===== config.mk =====
export PLATFORM = sky130hd
export DESIGN_NAME = input_vc_buffer
export DESIGN_NICKNAME = d
export VERILOG_FILES = /design/src/rtl/input_vc_buffer.sv
export SDC_FILE = /design/constraint.sdc
export NUM_CORES = 1
export LEC_CHECK = 0
export CAP_MARGIN = 15
export CORE_ASPECT_RATIO = 0.6
export CORE_UTILIZATION = 48
export DETAILED_ROUTE_END_ITERATION = 16
export PLACE_DENSITY_LB_ADDON = 0.05
export SYNTH_ARGS = -nofsm -noshare
export SYNTH_HDL_FRONTEND = slang
export SYNTH_SLANG_ARGS = --single-unit

===== constraint.sdc =====
create_clock -name clk -period 2.2 [get_ports clk]
set_input_delay 0.33 -clock clk [delete_from_list [all_inputs] [get_ports clk]]
set_output_delay 0.33 -clock clk [all_outputs]
set_load 0.01 [all_outputs]

===== src/rtl/input_vc_buffer.sv =====
// Per-VC input flit FIFO for a router input port: show-ahead head flit for the
// VC controller, one pop per SA grant, one registered credit per accepted pop.
module input_vc_buffer #(
   parameter int DW    = 32,
   parameter int DEPTH = 4,
   parameter int CW    = $clog2(DEPTH+1)
) (
   input  logic          clk,
   input  logic          rst,
   input  logic          in_valid,
   input  logic [DW-1:0] in_data,
   input  logic          pop,
   output logic [DW-1:0] data,
   output logic          valid,
   output logic [1:0]    head_type,
   output logic          credit_out,
   output logic [CW-1:0] count,
   output logic          full,
   output logic          ovf_err,
   output logic          udf_err
);

   localparam int AW = $clog2(DEPTH);

   logic [DW-1:0] mem [DEPTH];
   logic [AW-1:0] wr_ptr, rd_ptr;
   logic [CW-1:0] cnt;
   logic          pop_ok, wr_ok;

   assign valid     = (cnt != '0);
   assign full      = (cnt == CW'(DEPTH));
   assign count     = cnt;
   assign data      = mem[rd_ptr];
   assign head_type = valid ? data[DW-3:DW-4] : 2'b00;

   // A same-cycle pop frees a slot, so a write into a full FIFO is still legal
   assign pop_ok = pop && valid;
   assign wr_ok  = in_valid && (!full || pop_ok);

   // Storage is left out of reset; stale slots are unreachable once cnt is 0
   always_ff @(posedge clk) begin
      if (!rst && wr_ok) mem[wr_ptr] <= in_data;
   end

   always_ff @(posedge clk) begin
      if (rst) begin
         wr_ptr     <= '0;
         rd_ptr     <= '0;
         cnt        <= '0;
         credit_out <= 1'b0;
         ovf_err    <= 1'b0;
         udf_err    <= 1'b0;
      end else begin
         if (wr_ok)  wr_ptr <= wr_ptr + 1'b1;
         if (pop_ok) rd_ptr <= rd_ptr + 1'b1;
         case ({wr_ok, pop_ok})
            2'b10:   cnt <= cnt + 1'b1;
            2'b01:   cnt <= cnt - 1'b1;
            default: cnt <= cnt;
         endcase
         credit_out <= pop_ok;
         if (in_valid && !wr_ok) ovf_err <= 1'b1;
         if (pop && !valid)      udf_err <= 1'b1;
      end
   end

endmodule


* Word level (Yosys, flattened, before mapping)
Memories as Yosys holds them, arrays and structs flattened. A register that Yosys moved wholly into a read port is not among the register bits.
Index checks and enable logic that the tools add are counted.
W data, S select, Z words.
** Storage, ports and cells
- Flip-flop bits (word level) :: 10
- RAM bits :: 128
- Bits of input ports :: 36
- Output and inout bits :: 42
- Word-level logic and storage cells :: 32
- Memories :: 1
** Cells by class
- $add $sub $neg :: 4
- Eq/ne operators :: 3
- Mux-type cells :: 6
- Reduce and logical (&&, ||, !) cells :: 12
** Memories
- mem :: words 4, bits a word 32, read ports 1, clocked after memory_dff 1, write ports 1, RTL line 25 : logic [DW-1:0] mem [DEPTH];
** Operators with widths (count)
- $mux W2 :: 3
- $pmux W3 S2 :: 1
- $logic_and A1 B1 Y1 :: 5
- $add A2 B1 Y2 const B :: 2
- $logic_not A1 Y1 :: 4
- $add A3 B1 Y3 const B :: 1
- $eq A3 B3 Y1 const B :: 1
- $reduce_bool A3 Y1 :: 1
- $sub A3 B1 Y3 const B :: 1
- $eq A2 B1 Y1 const B :: 1
- $eq A2 B2 Y1 const B :: 1
- $mux W1 :: 2
- $reduce_bool A2 Y1 :: 1
- $logic_or A1 B1 Y1 :: 1

* Longest topological paths before layout
Gate-level depths: netlist (run 1).
- Depth after elaboration :: 7
- Depth in mapped cells :: 7
- Gate-level depth less buffers :: 6

* Least setup slack after synthesis (run 1)
Ideal clock, no wire load.
- Path type :: input to register
- Start :: input port pop
- End :: memory mem[0][0] (enable)
- Data arrival time :: 1.701 ns
- Required time :: 1.808 ns
- Path slack :: 0.107 ns
- Cell stages on the path :: 4
- Buffers on the path :: 1
- Cell sequence :: clkbuf_1 > o41ai_4 > nor2_1 > and2_1
** Between the ends
- Word-level cells in the longest chain between the ends :: 6
** Ends and longest elaborated chain
- start: declaration :: RTL line 12 : input logic pop,
- $logic_and A1 B1 Y1 :: RTL line 37 : assign pop_ok = pop && valid;
- $logic_or A1 B1 Y1 :: RTL line 38 : assign wr_ok = in_valid && (!full || pop_ok);
- $logic_and A1 B1 Y1 :: RTL line 38
- $logic_and A1 B1 Y1 :: RTL line 42 : if (!rst && wr_ok) mem[wr_ptr] <= in_data;
- $mux W1 :: RTL line 42
- $mux W1 (implied by the code) :: RTL line 42
- end: declaration :: RTL line 25
No other way between the ends.

==> flow_metrics.env, run 1 <==
export IMPL_holdBufCountCts=0
export IMPL_ys_ff_latch=140
export IMPL_placed_cells=466
export IMPL_final_cell_mix="edfxtp_1 (128), clkdlybuf4s50_1 (43), mux4_2 (32), clkbuf_16 (17), clkbuf_2 (17)"
export IMPL_critical_path_startpoint_type="flop"
export IMPL_routed_via_density=5.25
export IMPL_tightestPinTransition_ns=0.262
export IMPL_multi_input_area_mm2=0.00109
export IMPL_postRouteAntennaNets=0
export IMPL_cts_buffer_depth=2
export IMPL_io_buffers=77
export IMPL_synth_cell_type_count=31
export IMPL_die_x_um=137
export IMPL_critPathCapture="data[31]"
export IMPL_power_density_mw_per_mm2=1010
export IMPL_die_area_mm2=0.0114
export IMPL_grt_pass1_vias=2716
export IMPL_slew_violations=0
export IMPL_drive_above_1_share_pct=34.1
export IMPL_clock_sinks=140
export IMPL_regToRegEndpoint="count[2]"
export IMPL_drc_errors=0
export IMPL_grt_max_degree=21
export IMPL_mostFrequentLayoutCell="edfxtp_1"
export IMPL_drtIter0Drc=160
export IMPL_synthCells=238
export IMPL_cp_end_kind="output pin"
export IMPL_htreeDepth=4
export IMPL_wire_per_inst_um=18.8
export IMPL_cts_root_buf="clkbuf_16"
export IMPL_synth_nets=279
export IMPL_post_route_min_period_ns=2.14
export IMPL_antenna_found_initial=0
export IMPL_met1_usage_pct=27.0
export IMPL_syn_area_per_cell_um2=22.0
export IMPL_busiest_layer="met1"
export IMPL_antennaDiodeCount=0
export IMPL_hold_path_class="flop to flop"
export IMPL_grt_usage_pct=18.8
export IMPL_fin_util_pct=66.5
export IMPL_seq_area_mm2=0.00409
export IMPL_hold_viol=0
export IMPL_power_leakage_nw=2.42
export IMPL_r2r_setup_slack_ns=0.44
export IMPL_dr_pass1_iters=4
export IMPL_rr_startpoint="count[1]"
export IMPL_syn2layout_area_growth_pct=34.3
export IMPL_yosysWarnings=0
export IMPL_netlist_area_mm2=0.00525
export IMPL_place_gp_congestion=0.735
export IMPL_timing_hold_ws_ns=0.477
export IMPL_die_height_um=83.0
export IMPL_timing_fmax_ghz=0.466
export IMPL_synth_ff_type="edfxtp_1"
export IMPL_arrival_ns=1.81
export IMPL_pin_count=78
export IMPL_vias=2641
export IMPL_cts_buffers_inserted=17
export IMPL_fin_skew_ns=0.0116
export IMPL_met3_usage_pct=6.96
export IMPL_grt_pass1_wl_um=14900
export IMPL_grt_overflow=0
export IMPL_rows=29
export IMPL_initial_core_util_pct=49.5
export IMPL_async_flop_share_pct=0
export IMPL_hold_start="ovf_err"
export IMPL_status="completed"
export IMPL_setup_violations=0
export IMPL_yosysSeqAreaShare_pct=77.9
export IMPL_route_final_wire_length_um=9470
export IMPL_crit_type="flop to output pin"
export IMPL_irDropWorstVdd_v=0.000645
export IMPL_fin_cells=503
export IMPL_grtUsageMet2_pct=25.9
export IMPL_fp_coreArea_mm2=0.0106
export IMPL_cts_tree="yes"
export IMPL_crit_fanout=7
export IMPL_rr_worst_depth=5
export IMPL_total_power_mw=7.10
export IMPL_max_cap_violations=0
export IMPL_period_share_pct=97.5
export IMPL_critPathRequiredTime_ns=1.87
export IMPL_layout_nets=392
export IMPL_slew_headroom_pct=82.5
export IMPL_nFillCells=717
export IMPL_synth_edff_count=128
export IMPL_dpl_hpwl_um=5950
export IMPL_path_clk_slew_ns=0.06
export IMPL_clk_latency_ns=0.42
[synth_stat cells (2+ instances only)]
cell type  instances  area share (%)
edfxtp_1         128              73
buf_1              2            0.14
nand2b_1           2            0.24
clkbuf_1           4            0.29
mux4_2            32              14
buf_2              5            0.48
nor2_1            11            0.79
and2_1             6            0.72
xor2_1             3            0.50
inv_1              6            0.43
ha_1               4            0.95
xnor2_1            2            0.33
nand3_1            3            0.29
a31oi_1            2            0.24
dfxtp_1           12             4.6
[per-stage QoR]
| step | setup TNS, ns | setup WS [ns] | cell area (um^2) |
|---|---|---|---|
| floorplan | 0 | 0.107 | 5250 |
| global placement | 0 | 0.0628 | 6430 |
| detailed placement | 0 | 0.0323 | 6430 |
| CTS | -0.805 | -0.140 | 7100 |
| global route | -0.00491 | -0.00285 | 7040 |
| finish | 0 | 0.0556 | 7040 |
[registers in the layout (all words and copies together), names as in the netlist, named ones only]
register and count:
udf_err 1, credit_out 1, rd_ptr 2, ovf_err 1, mem 128, wr_ptr 2
count 3
[kinds of logic after synthesis]
group                    after synthesis  share of synthesized area [%]
flip-flops                           140                           77.9
AO/OA/AOI/OAI                          9                           1.84
AND/OR/NAND/NOR                       27                           2.58
buffers and inverters                 18                           1.41
multiplexers                          34                           14.1
XOR/XNOR                               5                          0.835
adder cells (fa/ha/maj)                5                           1.34
[final cells by class]
cell class                 count  share of cell area (%)
sequential                   140                    58.1
multi-input combinational     80                    15.5
clock inverter                15                    2.68
timing repair buffer         105                    14.8
clock buffer                  17                    6.04
inverter                       7                   0.373
tap                          139                    2.47
[worst min path at each step]
stage / endpoint / cells after the start
after global routing: udf_err / 2
final: ovf_err / 2
after floorplan: credit_out / 1
after detailed placement: udf_err / 2
after CTS: udf_err / 2
after global placement: ovf_err / 2
[worst max-delay path: stages, from the launching register on]
cell,delay [ns]
dfxtp_4,0.42
buf_12,0.15
mux4_2,0.50
dlygate4sd2_1,0.32
[report_power, final]
part	internal, mW	switching (mW)	total, mW
Combinational	0.630	0.479	1.11
Clock	1.80	1.10	2.90
Sequential	3.03	0.0651	3.09
Total	5.46	1.65	7.10
[layer usage]
layer  wire length, um  up-vias  part of all wire, %
li1                  -     1200                    -
met1              4540     1355                   48
met2              4270       75                   45
met3               532       11                  5.6
met4               123        0                  1.3
met5                 0        -                    0
[timing repair]
action | CTS | global route
resized for setup | 50 | 34
gates cloned | 1 | 0
buffers inserted | 4 | 0
endpoints found under the setup margin | 34 | 32
Note: power is estimated with default switching activity, not from simulation.
==> inputs of run 2 (changes only) <==
--- a/config.mk
+++ b/config.mk
@@ -7,9 +7,11 @@
 export LEC_CHECK = 0
 export CAP_MARGIN = 15
 export CORE_ASPECT_RATIO = 0.6
-export CORE_UTILIZATION = 48
+export CORE_UTILIZATION = 50
+export CTS_BUF_LIST = sky130_fd_sc_hd__clkbuf_2 sky130_fd_sc_hd__clkbuf_4 sky130_fd_sc_hd__clkbuf_8
 export DETAILED_ROUTE_END_ITERATION = 16
 export PLACE_DENSITY_LB_ADDON = 0.05
+export SKIP_LAST_GASP = 1
 export SYNTH_ARGS = -nofsm -noshare
 export SYNTH_HDL_FRONTEND = slang
 export SYNTH_SLANG_ARGS = --single-unit
==> run 2 against run 1 <==
Effect of this change:
- worst hold slack better by 0.014 ns
- register-to-register slack worse by 0.05 ns
- global-route usage down 0.46 points
- count of clock-buffer cells in the layout unchanged
- sequential share of layout area up 2.2 points
- setup slack better by 0.014 ns
- non-clock buffer count up 6
- design area down 3.7%
- highest routed layer unchanged
- routed wire length down 5.7%
==> flow_metrics.env, run 2 (same netlist as run 1, synthesis figures left out) <==
export IMPL_cp_common_cell="buf_12"
export IMPL_die_height_um=81.3
export IMPL_fin_cells=505
export IMPL_timing_fmax_ghz=0.469
export IMPL_route_final_wire_length_um=8930
export IMPL_rr_worst_depth=6
export IMPL_cts_buffers_inserted=17
export IMPL_syn2layout_area_growth_pct=29.4
export IMPL_io_buffers=77
export IMPL_cts_buffer_depth=2
export IMPL_dr_pass1_iters=5
export IMPL_initial_core_util_pct=52.3
export IMPL_setup_tns_ns=0
export IMPL_status="completed"
export IMPL_met3_usage_pct=6.37
export IMPL_irDropWorstVdd_v=0.000425
export IMPL_pin_count=78
export IMPL_dpl_hpwl_um=5490
export IMPL_tightestPinTransition_ns=0.269
export IMPL_crit_fanout=6
export IMPL_slew_headroom_pct=82.0
export IMPL_hold_viol=0
export IMPL_period_share_pct=96.8
export IMPL_cts_root_buf="clkbuf_8"
export IMPL_final_cell_mix="edfxtp_1 (128), clkdlybuf4s50_1 (43), mux4_2 (32), buf_4 (21), clkbuf_2 (19)"
export IMPL_grt_pass1_wl_um=14100
export IMPL_power_leakage_nw=2.30
export IMPL_max_cap_violations=0
export IMPL_fin_area_mm2=0.00679
export IMPL_layout_nets=398
export IMPL_crit_type="flop to output pin"
export IMPL_die_x_um=134
export IMPL_grt_max_degree=33
export IMPL_drive_above_1_share_pct=38.9
export IMPL_total_power_mw=6.15
export IMPL_max_stage_delay_ns=0.49
export IMPL_timing_hold_ws_ns=0.491
export IMPL_postRouteAntennaNets=0
export IMPL_setup_violations=0
export IMPL_cp_slowest_cell="mux4_2"
export IMPL_cp_end_kind="output pin"
export IMPL_hold_path_class="flop to flop"
export IMPL_path_clk_slew_ns=0.08
export IMPL_drtIter0Drc=141
export IMPL_fp_coreArea_mm2=0.0100
export IMPL_drc_errors=0
export IMPL_vias=2627
export IMPL_placed_cells=459
export IMPL_path_cells="buf_12 > buf_12 > buf_4 > mux4_2 > clkbuf_2"
export IMPL_met1_usage_pct=25.6
export IMPL_grt_pass1_vias=2631
export IMPL_busiest_layer="met2"
export IMPL_clk_latency_ns=0.43
export IMPL_antenna_found_initial=0
export IMPL_grtUsageMet2_pct=26.8
export IMPL_dpl_instance_area_mm2=0.00638
export IMPL_fin_skew_ns=0.0111
export IMPL_wire_per_inst_um=17.7
export IMPL_arrival_ns=1.80
export IMPL_place_gp_congestion=0.741
export IMPL_critical_path_startpoint_type="flop"
export IMPL_largest_reg_flops=128
export IMPL_clock_sinks=140
export IMPL_grt_overflow=0
export IMPL_mostFrequentLayoutCell="edfxtp_1"
export IMPL_post_route_min_period_ns=2.13
export IMPL_holdBufCountCts=0
export IMPL_grt_usage_pct=18.3
export IMPL_rows=28
export IMPL_cts_tree="yes"
export IMPL_slew_violations=0
export IMPL_regMostFlops="mem"
export IMPL_rsz0062_at_grt="true"
export IMPL_min_path_cells=2
export IMPL_antennaDiodeCount=0
export IMPL_routed_via_density=5.20
export IMPL_power_density_mw_per_mm2=906
export IMPL_critPathRequiredTime_ns=1.87
export IMPL_htreeDepth=4
export IMPL_die_area_mm2=0.0109
## run 2: cell types whose count changed in the layout (fill, tap and decap cells not counted), moves of 2 or more
| cell | before | now |
|---|---|---|
| buf_6 | 2 | 8 |
| inv_6 | 3 | 7 |
| bufinv_16 | 3 | 0 |
| clkbuf_8 | 0 | 17 |
| dlygate4sd2_1 | 12 | 2 |
| buf_4 | 14 | 21 |
| dlymetal6s2s_1 | 3 | 0 |
| clkbuf_2 | 17 | 19 |
| clkbuf_16 | 17 | 0 |
| buf_2 | 2 | 8 |
| buf_12 | 11 | 9 |
## run 2: report_power, final
part	switching (mW)	total, mW	internal, mW
registers	0.0566	3.08	3.02
clock network	1.05	1.87	0.815
logic	0.500	1.20	0.701
total	1.61	6.15	4.54
## run 2: cell type report
class / instances / area (um^2)
flip-flops and latches: 140 / 4090
fillers: 669 / 3230
multi-input cells: 80 / 1100
repair buffers: 111 / 1040
clock buffers: 17 / 234
well taps: 135 / 169
clock inverters: 15 / 129
inverters: 7 / 26.3
## run 2: final timing paths
kind                                  to     start  slack, ns
worst max-delay path            data[11]      flop       0.07
worst min-delay path             udf_err   udf_err       0.49
worst max register to register  count[1]  count[2]       0.39
worst min register to register   udf_err   udf_err       0.49
## run 2: worst max-delay path: cells and delay by family, from the launching register on
| kind | cells | cell delay, ns |
|---|---|---|
| muxes | 1 | 0.49 |
| DFF | 1 | 0.40 |
| buffers and inverters | 4 | 0.48 |
## run 2: timing repair
item | 4_1_cts | 5_1_grt
cloned | 1 | 0
setup buffers | 14 | 0
resized for setup | 71 | 53
endpoints found under the setup margin | 34 | 28
## run 2: through the flow
stage,worst slack (ns),utilization [%]
floorplan,0.107,-
global placement,0.0616,63.7
detailed placement,0.0280,63.7
CTS,-0.116,68.3
global route,-0.0169,67.7
finish,0.0697,67.7
## run 2: per-layer routing
layer / vias to the layer above / wire length, um
met5: - / 0
met3: 4 / 551
li1: 1217 / -
met1: 1339 / 4150
met2: 67 / 4180
met4: 0 / 50
==> RTL edit 1: new RTL, config.mk and constraints of run 2 <==
Change the parameter `DW` from 32 to 64.
--- a/src/rtl/input_vc_buffer.sv
+++ b/src/rtl/input_vc_buffer.sv
@@ -2,5 +2,5 @@
 // VC controller, one pop per SA grant, one registered credit per accepted pop.
 module input_vc_buffer #(
-   parameter int DW    = 32,
+   parameter int DW    = 64,
    parameter int DEPTH = 4,
    parameter int CW    = $clog2(DEPTH+1)
Interface: changed (resized data and in_data); port bits go from 78 to 142. The function was not compared with the original's and may differ.
==> RTL edit 1 against run 2 <==
- core utilization increased by 0.60 points
- wire length is 110% higher
- combinational power rose by 93%
- largest cell class unchanged
- power grew 95%
- worst setup slack worse by 0.18 ns
- via count grew 81%
- clock power grew 100%
- the run now ends with negative setup slack left
- synthesized area grew 88%
- count of clock-buffer cells in the layout rose by 44
- critical path depth unchanged
- highest routed layer is now met5
- sequential cell count up 128
- final area increased by 93%
- global-route usage is 0.88 points higher
- non-clock buffer count increased by 80
==> RTL edit 1: results (changes against run 2) <==
Status
  • Status: complete, but fails checks (was finished clean)
  • Violated checks: negative setup slack

Critical path
  • Reg2reg setup slack: 0.41 ns (was 0.39 ns)
  • FF-to-FF Start: count[1] (was count[2])
  • Critical Path Fanout Max: 6 (unchanged)
  • Setup crit start kind: flip-flop (unchanged)
  • Reg-to-Reg End: count[2] (was count[1])
  • Arrival @ worst endpoint: 1.98 ns (was 1.80 ns)
  • Crit path to: data[0] (was data[11])
  • R2R depth: 5 (was 6)

CTS
  • Clock transition at the registers of the reported paths: 0.06 ns (was 0.08 ns)
  • CTS root buf: clkbuf_8 (unchanged)
  • Clk buf depth: 3 (was 2)
  • # H-tree levels: 2 (was 4)
  • Total CTS buffers: 39 (was 17)
  • Worst skew pair latency: 0.51 ns (was 0.43 ns)

Cells and area
  • Area added between synthesis and finish: 32.8% (was 29.4%)
  • Layout cells sized above 1: 0.386 (was 0.389)
  • Largest register FFs: 256 (was 128)
  • Ant. Diodes: 0 (unchanged)
  • Top reg by flops: mem (unchanged)
  • Nets@finish: 692 (was 398)

Logic synthesis
  • Post-synthesis net count: 478 (was 279)
  • Yosys cell types: 30 (was 31)
  • Asr flop ratio synth: 0 (unchanged)
  • Top cells by count, synth: 256 x edfxtp_1, 64 x mux4_2, 12 x dfxtp_1, 11 x nor2_1 (was 128 x edfxtp_1, 32 x mux4_2, 12 x dfxtp_1, 11 x nor2_1)
  • Top post-synthesis cells by area: edfxtp_1 78%, mux4_2 15%, dfxtp_1 2.4% (was edfxtp_1 73%, mux4_2 14%, dfxtp_1 4.6%)
  • Post-synth EDFFs: 256 (was 128)
  • Ys Warns: 0 (unchanged)
  • Syn Area/Cell: 24.3 sq um (was 22.0 sq um)
  • Dominant synthesized flop cell: edfxtp_1 (unchanged)
  • Register area share after synthesis: 0.806 (was 0.779)

Place
  • IO buf count: 141 (was 77)
  • Detailed Place HPWL: 11800 microns (was 5490 microns)
  • Placed insts: 829 (was 459)
  • Placer Congestion: 0.752 (was 0.741)
  • DP Worst Slack: 0.0263 ns (was 0.0280 ns)

Global route
  • Vias in the first global route: 5157 (was 2631)
  • GRT Util Overall: 0.192 (was 0.183)
  • Largest net degree at the start of global routing: 36 (was 33)
  • Antenna violations before repair: 2 (was 0)
  • First-pass GRT wire length: 28800 microns (was 14100 microns)

Pwr
  • Peak supply drop: 0.582 mV (was 0.425 mV)
  • Pleak: 4.38 nW (was 2.30 nW)

STA
  • Max Clock Skew: 0.00941 ns (was 0.0111 ns)
  • Slew headroom: 0.815 (was 0.820)
  • Finish-stage setup viols: 57 (was 0)
  • Worst Slack Setup Final: -0.113 ns (was 0.0697 ns)

Drt
  • Via count: 4753 (was 2627)
  • DR pass1 iterations: 4 (was 5)
  • Routed len/inst: 20.7 microns (was 17.7 microns)
  • Vias/cell: 5.22 (was 5.20)
  • Initial DRC Count: 298 (was 141)

Hold path
  • Worst min path class: in2reg (was reg2reg)
[RTL edit 1: cell types whose count changed after synthesis]
cell	change
buf_1	-2
buf_2	+4
clkbuf_1	+5
edfxtp_1	+128
mux4_2	+32
[RTL edit 1: metrics by stage]
stage	area, sq um	TNS, ns	total power, mW	util	hold slack [ns]
floorplan	9850	0	6.95	-	0.402
global placement	12000	0	8.01	0.629	0.459
detailed placement	12000	0	8.03	0.629	0.453
CTS	12900	-5.59	12.0	0.676	0.423
global route	13100	-7.36	12.5	0.683	0.433
finish	13100	-2.64	12.0	0.683	0.455
[RTL edit 1: worst min-delay path by stage]
stage,from,to,slack [ns],cells past startpoint
after floorplan,rst,credit_out,0.40,1
after CTS,in_data[49],mem[3][49],0.42,1
after global routing,in_data[49],mem[3][49],0.43,1
after detailed placement,ovf_err,ovf_err,0.45,2
final,in_data[49],mem[3][49],0.46,1
after global placement,ovf_err,ovf_err,0.46,2
[RTL edit 1: cell families after synthesis]
family | share of synthesized area
simple gates | 0.0137
compound gates | 0.00979
flops | 0.806
mux | 0.149
fa+ha+maj | 0.00712
buf+inv | 0.0107
xor+xnor | 0.00445
[RTL edit 1: timing repair]
item	CTS	global route
cloned	5	1
setup endpoints to repair	68	68
pin swaps	1	2
buffers inserted	10	1
hold buffers	0	0
gates resized for setup	274	49
[RTL edit 1: where the power goes]
part           internal [mW]  switching (mW)
Combinational           1.38           0.942
Clock                   2.07            1.72
Sequential              5.80          0.0908
[RTL edit 1: worst max-delay path, stage by stage, from the launching register on]
cell and delay (ns):
dfxtp_4 0.43, buf_6 0.13, buf_6 0.13, buf_16 0.14, mux4_2 0.51, buf_6 0.14
[RTL edit 1: area by class of cell]
class                           instances  area, sq um
Clock buffer                           61          721
Clock inverter                          6         23.8
Tap cell                              266          333
Fill cell                            1252         6060
Multi-Input combinational cell        112         1820
Timing Repair Buffer                  191         2200
Inverter                                7         26.3
Sequential cell                       268         7940
[RTL edit 1: metal layers]
metal / routed length, microns / track usage / vias to the layer above / part of all wire
met2: 8840 / 0.292 / 135 / 0.47
met5: 26 / 0 / - / 0.0014
met4: 228 / 0.0489 / 4 / 0.012
met1: 8520 / 0.272 / 2454 / 0.45
li1: - / - / 2133 / -
met3: 1290 / 0.0614 / 27 / 0.068
==> RTL edit 2: new RTL, config.mk and constraints of run 2 <==
Without the edit above. Put one more register stage on the output `ovf_err`. The value now appears one clock later. The other outputs are not delayed to match.
--- a/src/rtl/input_vc_buffer.sv
+++ b/src/rtl/input_vc_buffer.sv
@@ -22,4 +22,6 @@
 
    localparam int AW = $clog2(DEPTH);
+
+   logic ovf_err_s0;
 
    logic [DW-1:0] mem [DEPTH];
@@ -49,5 +51,5 @@
          cnt        <= '0;
          credit_out <= 1'b0;
-         ovf_err    <= 1'b0;
+         ovf_err_s0 <= 1'b0;
          udf_err    <= 1'b0;
       end else begin
@@ -60,9 +62,13 @@
          endcase
          credit_out <= pop_ok;
-         if (in_valid && !wr_ok) ovf_err <= 1'b1;
+         if (in_valid && !wr_ok) ovf_err_s0 <= 1'b1;
          if (pop && !valid)      udf_err <= 1'b1;
       end
    end
 
+   always_ff @(posedge clk) begin
+      ovf_err <= ovf_err_s0;
+   end
+
 endmodule
 
Behaviour: not the same (Yosys sat finds a counterexample within 10 cycles, from zero or initial values and one cycle with rst high).
==> RTL edit 2 against run 2 <==
- synthesized area up 0.38%
- final area up 1.1%
- core utilization up 0.52 points
- power up 6.9%
- clock power up 24%
- wire length up 6.4%
- combinational power down 5%
- sequential cell count up 1
- worst setup slack worse by 0.023 ns
- critical endpoint is now data[28]
- largest cell class unchanged
- highest routed layer unchanged
==> RTL edit 2: results (changes against run 2) <==
Place
  • Placed insts: 459 (unchanged)
  • Detailed Place HPWL: 5890 microns (was 5490 microns)
  • Placer Congestion: 0.757 (was 0.741)
  • DP Worst Slack: 0.0553 ns (was 0.0280 ns)
  • DP Area: 6390 sq um (was 6380 sq um)

Critical path
  • R2R depth: 5 (was 6)
  • Arrival @ worst endpoint: 1.82 ns (was 1.80 ns)
  • Reg2reg setup slack: 0.44 ns (was 0.39 ns)
  • FF-to-FF Start: count[1] (was count[2])

Hold path
  • Hold Path Depth: 0 (was 2)
  • Hold Crit Start: ovf_err_s0 (was udf_err)
  • Worst hold path endpoint: ovf_err (was udf_err)

Drt
  • DR pass1 iterations: 4 (was 5)
  • Initial DRC Count: 141 (unchanged)
  • Via count: 2612 (was 2627)
  • Vias/cell: 5.22 (was 5.20)
  • Routed len/inst: 19.0 microns (was 17.7 microns)

Logic synthesis
  • Top cells by count, synth: 128 x edfxtp_1, 32 x mux4_2, 13 x dfxtp_1, 11 x nor2_1 (was 128 x edfxtp_1, 32 x mux4_2, 12 x dfxtp_1, 11 x nor2_1)
  • Syn Inst Count: 239 (was 238)
  • Post-synthesis net count: 280 (was 279)
  • Register area share after synthesis: 0.779 (about the same)

Cells and area
  • Layout cells sized above 1: 0.359 (was 0.389)
  • Top reg by flops: mem (unchanged)
  • Fillers: 664 (was 669)
  • Nets@finish: 393 (was 398)

Pwr
  • Cell-internal power: 5.04 mW (was 4.54 mW)
  • Pleak: 2.31 nW (was 2.30 nW)
  • Peak supply drop: 0.536 mV (was 0.425 mV)

Global route
  • Vias in the first global route: 2702 (was 2631)
  • First-pass GRT wire length: 14800 microns (was 14100 microns)
  • Largest net degree at the start of global routing: 22 (was 33)
  • GRT Util Overall: 0.194 (was 0.183)

STA
  • Max Clock Skew: 0.0112 ns (was 0.0111 ns)
  • Worst Tran Pin Value: 0.250 ns (was 0.269 ns)

Status
  • Status: finished clean (unchanged)
RTL edit 2: cell types whose count changed after synthesis, sizes merged:
cell   change
dfxtp      +1
RTL edit 2: critical path: stages (launching register included):
cell,delay [ns]
dfxtp_4,0.42
mux4_2,0.54
buf_4,0.16
dlygate4sd2_1,0.27
RTL edit 2: layout make-up:
cell class | instances | share of cell area
flip-flops and latches | 141 | 0.600
multi-input cells | 80 | 0.159
repair buffers | 105 | 0.147
clock buffers | 17 | 0.0341
clock inverters | 15 | 0.0319
well taps | 135 | 0.0246
inverters | 7 | 0.00383
RTL edit 2: layer usage:
layer | vias to the layer above | GRT usage | part of all wire | wire length, microns
met3 | 9 | 0.0556 | 0.048 | 452
met2 | 67 | 0.307 | 0.47 | 4500
li1 | 1203 | - | - | -
met1 | 1333 | 0.260 | 0.47 | 4470
met5 | - | 0 | 0 | 0
met4 | 0 | 0.0775 | 0.0084 | 80
RTL edit 2: kinds of logic after synthesis:
| family | synth area share |
|---|---|
| XOR/XNOR | 0.00832 |
| adder cells (fa/ha/maj) | 0.0133 |
| AO/OA/AOI/OAI | 0.0183 |
| AND/OR/NAND/NOR | 0.0257 |
| flip-flops | 0.779 |
| multiplexers | 0.141 |
| buffers and inverters | 0.0140 |
RTL edit 2: metrics by stage:
step,hold slack [ns],utilization
3_5_place_dp,0.351,0.636
3_3_place_gp,0.354,0.636
6_report,0.358,0.682
5_1_grt,0.369,0.682
4_1_cts,0.362,0.689
2_1_floorplan,0.331,-
RTL edit 2: power groups by stage:
| stage | logic [mW] | registers [mW] | clock network [mW] |
|---|---|---|---|
| global route | 1.23 | 3.12 | 2.48 |
| floorplan | 0.575 | 3.14 | 0 |
| finish | 1.14 | 3.10 | 2.32 |
| global placement | 1.13 | 3.15 | 0 |
| CTS | 1.20 | 3.10 | 2.38 |
| detailed placement | 1.14 | 3.16 | 0 |
RTL edit 2: worst max path at each step:
stage | startpoint | to | slack [ns] | depth (start not counted)
floorplan | pop | mem[0][0] | 0.11 | 4
global placement | pop | count[2] | 0.06 | 6
detailed placement | pop | count[2] | 0.06 | 6
CTS | flip-flop | data[9] | -0.08 | 4
global route | flip-flop | data[6] | -0.03 | 4
finish | flip-flop | data[28] | 0.05 | 3
RTL edit 2: what timing repair did:
action                                  CTS  global route
cloned                                    1             0
endpoints found under the setup margin   34            31
setup buffers                             9             1
resized for setup                       107            22
pin swaps                                 0             1
